==> config.mk <==
export PLATFORM = sky130hd
export DESIGN_NAME = datapath_laser
export DESIGN_NICKNAME = d
export VERILOG_FILES = /design/src/rtl/laser_pkg.sv /design/src/rtl/line_stepper.sv /design/src/rtl/datapath_laser.sv
export SDC_FILE = /design/constraint.sdc
export NUM_CORES = 1
export LEC_CHECK = 0
export BUFFER_PORTS_ARGS = -buffer_cell sky130_fd_sc_hd__buf_2
export CORE_UTILIZATION = 43
export CTS_CLUSTER_DIAMETER = 150
export DETAILED_ROUTE_END_ITERATION = 10
export SLEW_MARGIN = 20
export SYNTH_ARGS = -nofsm -noshare
export SYNTH_HDL_FRONTEND = slang
export SYNTH_SLANG_ARGS = --single-unit
==> constraint.sdc <==
create_clock -name clk -period 13.9 [get_ports clk]
set_input_delay 1.39 -clock clk [delete_from_list [all_inputs] [get_ports clk]]
set_output_delay 1.39 -clock clk [all_outputs]
set_load 0.02 [all_outputs]
==> src/rtl/laser_pkg.sv <==
// Shared widths, colours and engine state encoding for the tower laser datapath.
package laser_pkg;
    localparam int X_W = 8;    // screen x, 0..159
    localparam int Y_W = 7;    // screen y, 0..119
    localparam int C_W = 3;    // VGA colour
    localparam int D_W = 9;    // |dx|, |dy| of a line
    localparam int E_W = 10;   // signed Bresenham error term

    localparam logic [C_W-1:0] COLOUR_BLACK = 3'b000;

    typedef enum logic [1:0] {
        S_IDLE  = 2'd0,
        S_DRAW  = 2'd1,
        S_ERASE = 2'd2,
        S_DONE  = 2'd3
    } eng_state_t;

    // Unsigned distance between two screen coordinates (y is zero-extended by the caller).
    function automatic logic [D_W-1:0] abs_diff(input logic [X_W-1:0] a, input logic [X_W-1:0] b);
        return (a >= b) ? D_W'(a - b) : D_W'(b - a);
    endfunction
endpackage

==> src/rtl/line_stepper.sv <==
// Bresenham line core: load latches both endpoints, each step advances one pixel.
// busy_o stays high while x_o/y_o hold a pixel that has not been consumed yet;
// stepping off the endpoint drops busy_o.
module line_stepper
    import laser_pkg::*;
(
    input  logic           clk,
    input  logic           resetn,
    input  logic           load_i,
    input  logic           step_i,
    input  logic [X_W-1:0] x0_i,
    input  logic [Y_W-1:0] y0_i,
    input  logic [X_W-1:0] x1_i,
    input  logic [Y_W-1:0] y1_i,
    output logic [X_W-1:0] x_o,
    output logic [Y_W-1:0] y_o,
    output logic           busy_o
);
    logic [X_W-1:0]        x_q, x1_q;
    logic [Y_W-1:0]        y_q, y1_q;
    logic [D_W-1:0]        dx_q, dy_q;
    logic                  sx_q, sy_q, busy_q;
    logic signed [E_W-1:0] err_q;

    logic [D_W-1:0]        ld_dx, ld_dy;
    logic signed [E_W-1:0] ld_err;
    logic signed [E_W:0]   e2, pdx, pdy, ndy, err_d;
    logic                  mv_x, mv_y, last;

    // Load-time deltas and per-step error update.
    always_comb begin
        ld_dx  = abs_diff(x1_i, x0_i);
        ld_dy  = abs_diff({1'b0, y1_i}, {1'b0, y0_i});
        ld_err = $signed({1'b0, ld_dx}) - $signed({1'b0, ld_dy});
        e2     = {err_q, 1'b0};
        pdx    = {2'b00, dx_q};
        pdy    = {2'b00, dy_q};
        ndy    = -pdy;
        mv_x   = e2 > ndy;
        mv_y   = e2 < pdx;
        err_d  = {err_q[E_W-1], err_q};
        if (mv_x) err_d = err_d - pdy;
        if (mv_y) err_d = err_d + pdx;
        last   = (x_q == x1_q) && (y_q == y1_q);
    end

    // Line state: load has priority over step.
    always_ff @(posedge clk) begin
        if (!resetn) begin
            x_q <= '0; y_q <= '0; x1_q <= '0; y1_q <= '0;
            dx_q <= '0; dy_q <= '0; sx_q <= 1'b0; sy_q <= 1'b0;
            err_q <= '0; busy_q <= 1'b0;
        end else if (load_i) begin
            x_q    <= x0_i;
            y_q    <= y0_i;
            x1_q   <= x1_i;
            y1_q   <= y1_i;
            dx_q   <= ld_dx;
            dy_q   <= ld_dy;
            sx_q   <= (x1_i >= x0_i);
            sy_q   <= (y1_i >= y0_i);
            err_q  <= ld_err;
            busy_q <= 1'b1;
        end else if (step_i && busy_q) begin
            if (last) begin
                busy_q <= 1'b0;
            end else begin
                if (mv_x) x_q <= sx_q ? x_q + 1'b1 : x_q - 1'b1;
                if (mv_y) y_q <= sy_q ? y_q + 1'b1 : y_q - 1'b1;
                err_q <= err_d[E_W-1:0];
            end
        end
    end

    assign x_o    = x_q;
    assign y_o    = y_q;
    assign busy_o = busy_q;
endmodule

==> src/rtl/datapath_laser.sv <==
// Tower laser datapath: range check, laser line draw/erase via a shared
// Bresenham stepper, and the post-erase delay timer.
// Optional: define LASER_DAMAGE_EN to add damage_pulse and a saturating hit_count.
module datapath_laser
    import laser_pkg::*;
#(
    parameter int              RANGE        = 20,
    parameter int              DELAY_CYCLES = 2500000,
    parameter logic [C_W-1:0]  LASER_COLOUR = 3'b100
) (
    input  logic           clk,
    input  logic           resetn,
    input  logic           disabled,
    input  logic           wait_draw,
    input  logic           draw_laser,
    input  logic           erase,
    input  logic           delay,
    input  logic [X_W-1:0] tower_x,
    input  logic [Y_W-1:0] tower_y,
    input  logic [X_W-1:0] car_x,
    input  logic [Y_W-1:0] car_y,
    input  logic           car_valid,
    output logic           car_in_range,
    output logic           draw_done,
    output logic           drawn,
    output logic           erase_done,
    output logic           delay_done,
    output logic [X_W-1:0] vga_x,
    output logic [Y_W-1:0] vga_y,
    output logic [C_W-1:0] vga_colour,
    output logic           vga_plot
`ifdef LASER_DAMAGE_EN
    ,
    output logic           damage_pulse,
    output logic [7:0]     hit_count
`endif
);
    localparam int             CNT_W   = $clog2(DELAY_CYCLES + 1);
    localparam logic [D_W-1:0] RANGE_D = D_W'(RANGE);

    eng_state_t     state_q;
    logic           car_in_range_q, draw_done_q, erase_done_q, delay_done_q, drawn_q, vga_plot_q;
    logic [X_W-1:0] vga_x_q, ex0_q, ex1_q;
    logic [Y_W-1:0] vga_y_q, ey0_q, ey1_q;
    logic [C_W-1:0] vga_colour_q;
    logic [CNT_W-1:0] cnt_q, cnt_d;

    logic [D_W-1:0] rdx, rdy;
    logic           start_draw, start_erase, stp_step, stp_busy;
    logic [X_W-1:0] ld_x0, ld_x1, stp_x;
    logic [Y_W-1:0] ld_y0, ld_y1, stp_y;

    // wait_draw needs no datapath action: the engine idles whenever no command is up.
    logic unused_wait_draw;
    assign unused_wait_draw = wait_draw;

    // Range distances and engine handshakes with the stepper.
    always_comb begin
        rdx         = abs_diff(car_x, tower_x);
        rdy         = abs_diff({1'b0, car_y}, {1'b0, tower_y});
        start_draw  = (state_q == S_IDLE) && !disabled && !erase && draw_laser;
        start_erase = (state_q == S_IDLE) && !disabled && erase && drawn_q;
        stp_step    = !disabled && stp_busy &&
                      (((state_q == S_DRAW) && draw_laser && !erase) ||
                       ((state_q == S_ERASE) && erase));
        ld_x0       = start_erase ? ex0_q : tower_x;
        ld_y0       = start_erase ? ey0_q : tower_y;
        ld_x1       = start_erase ? ex1_q : car_x;
        ld_y1       = start_erase ? ey1_q : car_y;
    end

    line_stepper u_stepper (
        .clk    (clk),
        .resetn (resetn),
        .load_i (start_draw || start_erase),
        .step_i (stp_step),
        .x0_i   (ld_x0),
        .y0_i   (ld_y0),
        .x1_i   (ld_x1),
        .y1_i   (ld_y1),
        .x_o    (stp_x),
        .y_o    (stp_y),
        .busy_o (stp_busy)
    );

    // Registered Chebyshev range flag.
    always_ff @(posedge clk) begin
        if (!resetn) car_in_range_q <= 1'b0;
        else         car_in_range_q <= car_valid && (rdx <= RANGE_D) && (rdy <= RANGE_D);
    end

    // Draw/erase engine: one pixel per cycle, done pulse the cycle after the last pixel.
    always_ff @(posedge clk) begin
        if (!resetn) begin
            state_q      <= S_IDLE;
            drawn_q      <= 1'b0;
            draw_done_q  <= 1'b0;
            erase_done_q <= 1'b0;
            vga_plot_q   <= 1'b0;
            vga_x_q      <= '0;
            vga_y_q      <= '0;
            vga_colour_q <= '0;
            ex0_q <= '0; ey0_q <= '0; ex1_q <= '0; ey1_q <= '0;
        end else begin
            draw_done_q  <= 1'b0;
            erase_done_q <= 1'b0;
            vga_plot_q   <= 1'b0;
            if (disabled) begin
                state_q <= S_IDLE;
                drawn_q <= 1'b0;
            end else begin
                unique case (state_q)
                    S_IDLE: begin
                        if (erase) begin
                            if (drawn_q) begin
                                state_q <= S_ERASE;
                            end else begin
                                erase_done_q <= 1'b1;
                                state_q      <= S_DONE;
                            end
                        end else if (draw_laser) begin
                            ex0_q   <= tower_x;
                            ey0_q   <= tower_y;
                            ex1_q   <= car_x;
                            ey1_q   <= car_y;
                            state_q <= S_DRAW;
                        end
                    end
                    S_DRAW: begin
                        // Dropped command aborts; a partial line stays marked as drawn.
                        if (!draw_laser || erase) begin
                            state_q <= S_IDLE;
                        end else if (stp_busy) begin
                            vga_plot_q   <= 1'b1;
                            vga_x_q      <= stp_x;
                            vga_y_q      <= stp_y;
                            vga_colour_q <= LASER_COLOUR;
                            drawn_q      <= 1'b1;
                        end else begin
                            draw_done_q <= 1'b1;
                            state_q     <= S_DONE;
                        end
                    end
                    S_ERASE: begin
                        if (!erase) begin
                            state_q <= S_IDLE;
                        end else if (stp_busy) begin
                            vga_plot_q   <= 1'b1;
                            vga_x_q      <= stp_x;
                            vga_y_q      <= stp_y;
                            vga_colour_q <= COLOUR_BLACK;
                        end else begin
                            erase_done_q <= 1'b1;
                            drawn_q      <= 1'b0;
                            state_q      <= S_DONE;
                        end
                    end
                    S_DONE: begin
                        // Wait for the controller to release both commands before re-arming.
                        if (!draw_laser && !erase) state_q <= S_IDLE;
                    end
                    default: state_q <= S_IDLE;
                endcase
            end
        end
    end

    // Delay counter: counts while delay is held, parks one past the terminal count.
    always_comb begin
        cnt_d = cnt_q;
        if (disabled || !delay)                cnt_d = '0;
        else if (cnt_q != CNT_W'(DELAY_CYCLES)) cnt_d = cnt_q + 1'b1;
    end

    // Delay state and its single done pulse.
    always_ff @(posedge clk) begin
        if (!resetn) begin
            cnt_q        <= '0;
            delay_done_q <= 1'b0;
        end else begin
            cnt_q        <= cnt_d;
            delay_done_q <= !disabled && delay && (cnt_q == CNT_W'(DELAY_CYCLES - 1));
        end
    end

`ifdef LASER_DAMAGE_EN
    logic [7:0] hit_q;

    // Saturating count of completed laser lines.
    always_ff @(posedge clk) begin
        if (!resetn || disabled)               hit_q <= '0;
        else if (draw_done_q && hit_q != 8'hFF) hit_q <= hit_q + 1'b1;
    end

    assign damage_pulse = draw_done_q;
    assign hit_count    = hit_q;
`endif

    assign car_in_range = car_in_range_q;
    assign draw_done    = draw_done_q;
    assign erase_done   = erase_done_q;
    assign delay_done   = delay_done_q;
    assign drawn        = drawn_q;
    assign vga_x        = vga_x_q;
    assign vga_y        = vga_y_q;
    assign vga_colour   = vga_colour_q;
    assign vga_plot     = vga_plot_q;
endmodule

==> results.md <==
- Status: finished, final reports clean
- Final Hold Vio Count: 0
- Synthesized area per cell: between 8 and 9 µm²
- First-pass GRT wire length: ~45 mm
- Count leader, synth: dfxtp_1
- Clock root buffer master: clkbuf_16
- Area occupied by multi-input gates: between 0.007 and 0.008 mm²
- RSZ-0062 raised after global routing: false
- CTS max path bufs: 2
- Gr usage total: 21.6%
- Hpwl dp: a little over 20 mm
- Setup tns final: 0 ps
- Crit Reg-Reg Endpoint: u_stepper.err_q[6]
- Final WL: about 27 mm
- Sequential share of the synthesized area: approximately a quarter
- Startpoint Class: primary input
- Post-CTS Hold Buffers: 0
- FFs w/ async S/R, synth: 0%
- Antenna Nets Post-Route: 0
- Highest Clock Rate: 155 MHz
- Synthesized area: between 0.01 and 0.015 mm²
- Resize count post-CTS: 0
- Synthesis-to-finish area growth: 11.1%
- Max_cap viols: 0
- Origin of the worst setup path: disabled
- Post-place setup slack: between 7000 and 8000 ps
- PwrDens: around 110 mW/mm²
- Leakage: 5.31 nW
- Required time worst endpoint: ~14000 ps
- Ys Warns: 0
- Clk sinks: roughly 140
- Port Buffers: 58
- Prevailing post-synth register cell: dfxtp_1
- Initial antenna violation count: 0
- Cells after Synth: about 1.3k
- Vias in the first global route: around 9k
- Vias per std cell: roughly 5.5
- Worst hold path class: reg2reg
- Fin. max-slew vios: 0
- Routed via count: between 9k and 10k
- Worst slew pin tran: roughly 860 ps
- Final WS setup: ~7500 ps
- Num CTS Buffers: 17
- EDFF count, synth: 0
- Pin count of the biggest net entering global routing: 82
- Dominant cell type by area after synthesis: dfxtp_1
- Final setup viols: 0
- Critical path class: in2reg
- DRC: 0
- # IOs: 62
- Top cells by count, synth: dfxtp_1, nand2_1, inv_1, ha_1, nor2_1
- RePlAce Congestion: ~0.87
- Crit path time final: between 6000 and 7000 ps
- Crit Path Max Fanout: 32
- Share of cells above drive strength 1: roughly 9.9%
- Core area: around 0.024 mm²
- Arrival @ worst endpoint: 6760 ps
- Grt total ovfl: 0
- Initial Utilization: a little over two fifths
- Chip width: ~160 µm
- Drt pass-1 iters: 4
- RR Startpoint: state_q[1]
- Clk pin slew, worst setup/hold paths: approximately 70 ps
- Post-synth top area share: about a quarter
- Final period utilization: 46.3%
- WL/cell: approximately 16 µm
- CP endpoint: u_stepper.err_q[6]
- Die Y: around 160 µm
- R2r worst-path depth: 22
- Filler cell count: about 2.5k
- Synth top area cells: dfxtp_1, ha_1, mux2i_1
- Count of cell types in the netlist: 74
- Total Nets Final: about 1.5k
- Peak VDD IR: 80.0 µV
- Row Count: 57
- # Post-CTS Setup Buffers: 0
- Reg-to-reg setup timing slack: 7710 ps
- Skew-Pair Late Insertion Delay: roughly 430 ps
- H-tree levels: 4
- Area of the die: about 0.026 mm²
- Relative slew slack: a little over two fifths
- CTS tree: done
- Antenna fix cells: 0
- Clk_skew: 12.9 ps
- Initial drt markers: slightly above 500
- Reg area: around 0.0027 mm²
- CP endpoint kind: flop
- Synthesized flop and latch total: 136
[critical path: stages]
cell and delay [ps]:
buf_2 120, nor2b_1 90, nand3_2 80, buf_4 430
mux2i_1 680, inv_1 190, ha_1 360, nor2b_1 160
o31ai_1 370, a211oi_2 220, nor2_1 440, mux2i_1 390
inv_1 100, fa_1 440, nor2b_1 150, o21ai_0 120
a21boi_0 260, o21ai_0 150, nor2b_1 160, xnor2_1 150
o221a_2 270
[logic make-up (layout without fill, tap and decap cells)]
family	Yosys count	count (layout)	synth area share (%)
xor gates and xnor gates	84	84	6.84
AOI/OAI and AO/OA	324	324	20.4
DFF	136	136	25.3
buffers and inverters	180	223	6.39
muxes	74	74	7.03
adders and majority gates	133	133	16.1
and+or+nand+nor	411	411	17.9
other	1	2	0.0348
[report_power, final]
part           switching [mW]  total, mW  leakage [nW]  internal [mW]
Clock                   0.195      0.506         0.318          0.311
Sequential             0.0161      0.420          1.10          0.404
Combinational           0.256      0.446          3.88          0.190
Total                   0.467       1.37          5.31          0.904
[per-stage QoR]
stage	power [mW]	instances	util (%)	instance area [µm²]	hold WS (ps)
after floorplan	0.767	1344	-	10800	434
after global placement	0.861	1679	46.2	11300	439
after detailed placement	0.868	1679	46.2	11300	446
after CTS	1.38	1711	48.9	12000	455
after global routing	1.45	1711	48.9	12000	464
final	1.37	1711	48.9	12000	452
[placed cells by master, fill, tap and decap left out, types with 7 or more instances in the layout]
cell type | synthesis | final
a211oi_1 | 39 | 39
a21boi_0 | 8 | 8
a21o_1 | 15 | 15
a21oi_1 | 98 | 98
a31oi_1 | 7 | 7
and2_1 | 14 | 13
and3_1 | 20 | 20
buf_2 | 4 | 58
buf_4 | 2 | 7
clkbuf_16 | 0 | 17
dfxtp_1 | 136 | 136
fa_1 | 9 | 9
ha_1 | 124 | 124
inv_1 | 125 | 125
inv_6 | 0 | 8
mux2_2 | 13 | 13
mux2i_1 | 61 | 61
nand2_1 | 131 | 129
nand3_1 | 24 | 23
nand4_1 | 9 | 9
nor2_1 | 115 | 114
nor2b_1 | 23 | 23
nor3_1 | 32 | 32
o211ai_1 | 10 | 10
o21a_1 | 12 | 12
o21ai_0 | 50 | 50
o21bai_1 | 7 | 7
o31ai_1 | 12 | 12
or3_1 | 13 | 13
xnor2_1 | 49 | 49
xor2_1 | 35 | 35
[routing by layer]
metal,wire length [µm],global-route usage (%)
met1,13200,29.0
met2,12600,35.9
met3,908,3.04
met4,476,6.19
met5,0,0
[state kept, by name, summed over array words and instances (netlist names), 2 cells and up]
| register | flops |
|---|---|
| u_stepper.x1_q | 8 |
| state_q | 2 |
| ey0_q | 7 |
| u_stepper.y1_q | 7 |
| vga_y | 7 |
| vga_x | 8 |
| cnt_q | 22 |
| u_stepper.dy_q | 8 |
| u_stepper.y_o | 7 |
| u_stepper.err_q | 10 |
| u_stepper.x_o | 8 |
| ey1_q | 7 |
| ex0_q | 8 |
| u_stepper.dx_q | 9 |
| ex1_q | 8 |
[final cells by class]
| type | count | share of cell area [%] |
|---|---|---|
| Timing Repair Buffer | 65 | 2.87 |
| Clock inverter | 14 | 1.74 |
| Tap cell | 324 | 3.39 |
| Inverter | 126 | 3.95 |
| Sequential cell | 136 | 22.8 |
| Clock buffer | 18 | 3.67 |
| Multi-Input combinational cell | 1028 | 61.6 |
[worst min-delay path by stage]
stage | from | endpoint | slack (ps) | cells past startpoint
after floorplan | ex0_q[1] | ex0_q[1] | 430 | 2
after global placement | ey0_q[3] | ey0_q[3] | 440 | 2
after detailed placement | ey1_q[3] | ey1_q[3] | 450 | 2
after CTS | ey0_q[5] | ey0_q[5] | 450 | 2
after global routing | ex1_q[1] | ex1_q[1] | 460 | 2
final | ey0_q[5] | ey0_q[5] | 450 | 2
Power figures use the tool's default switching activity.
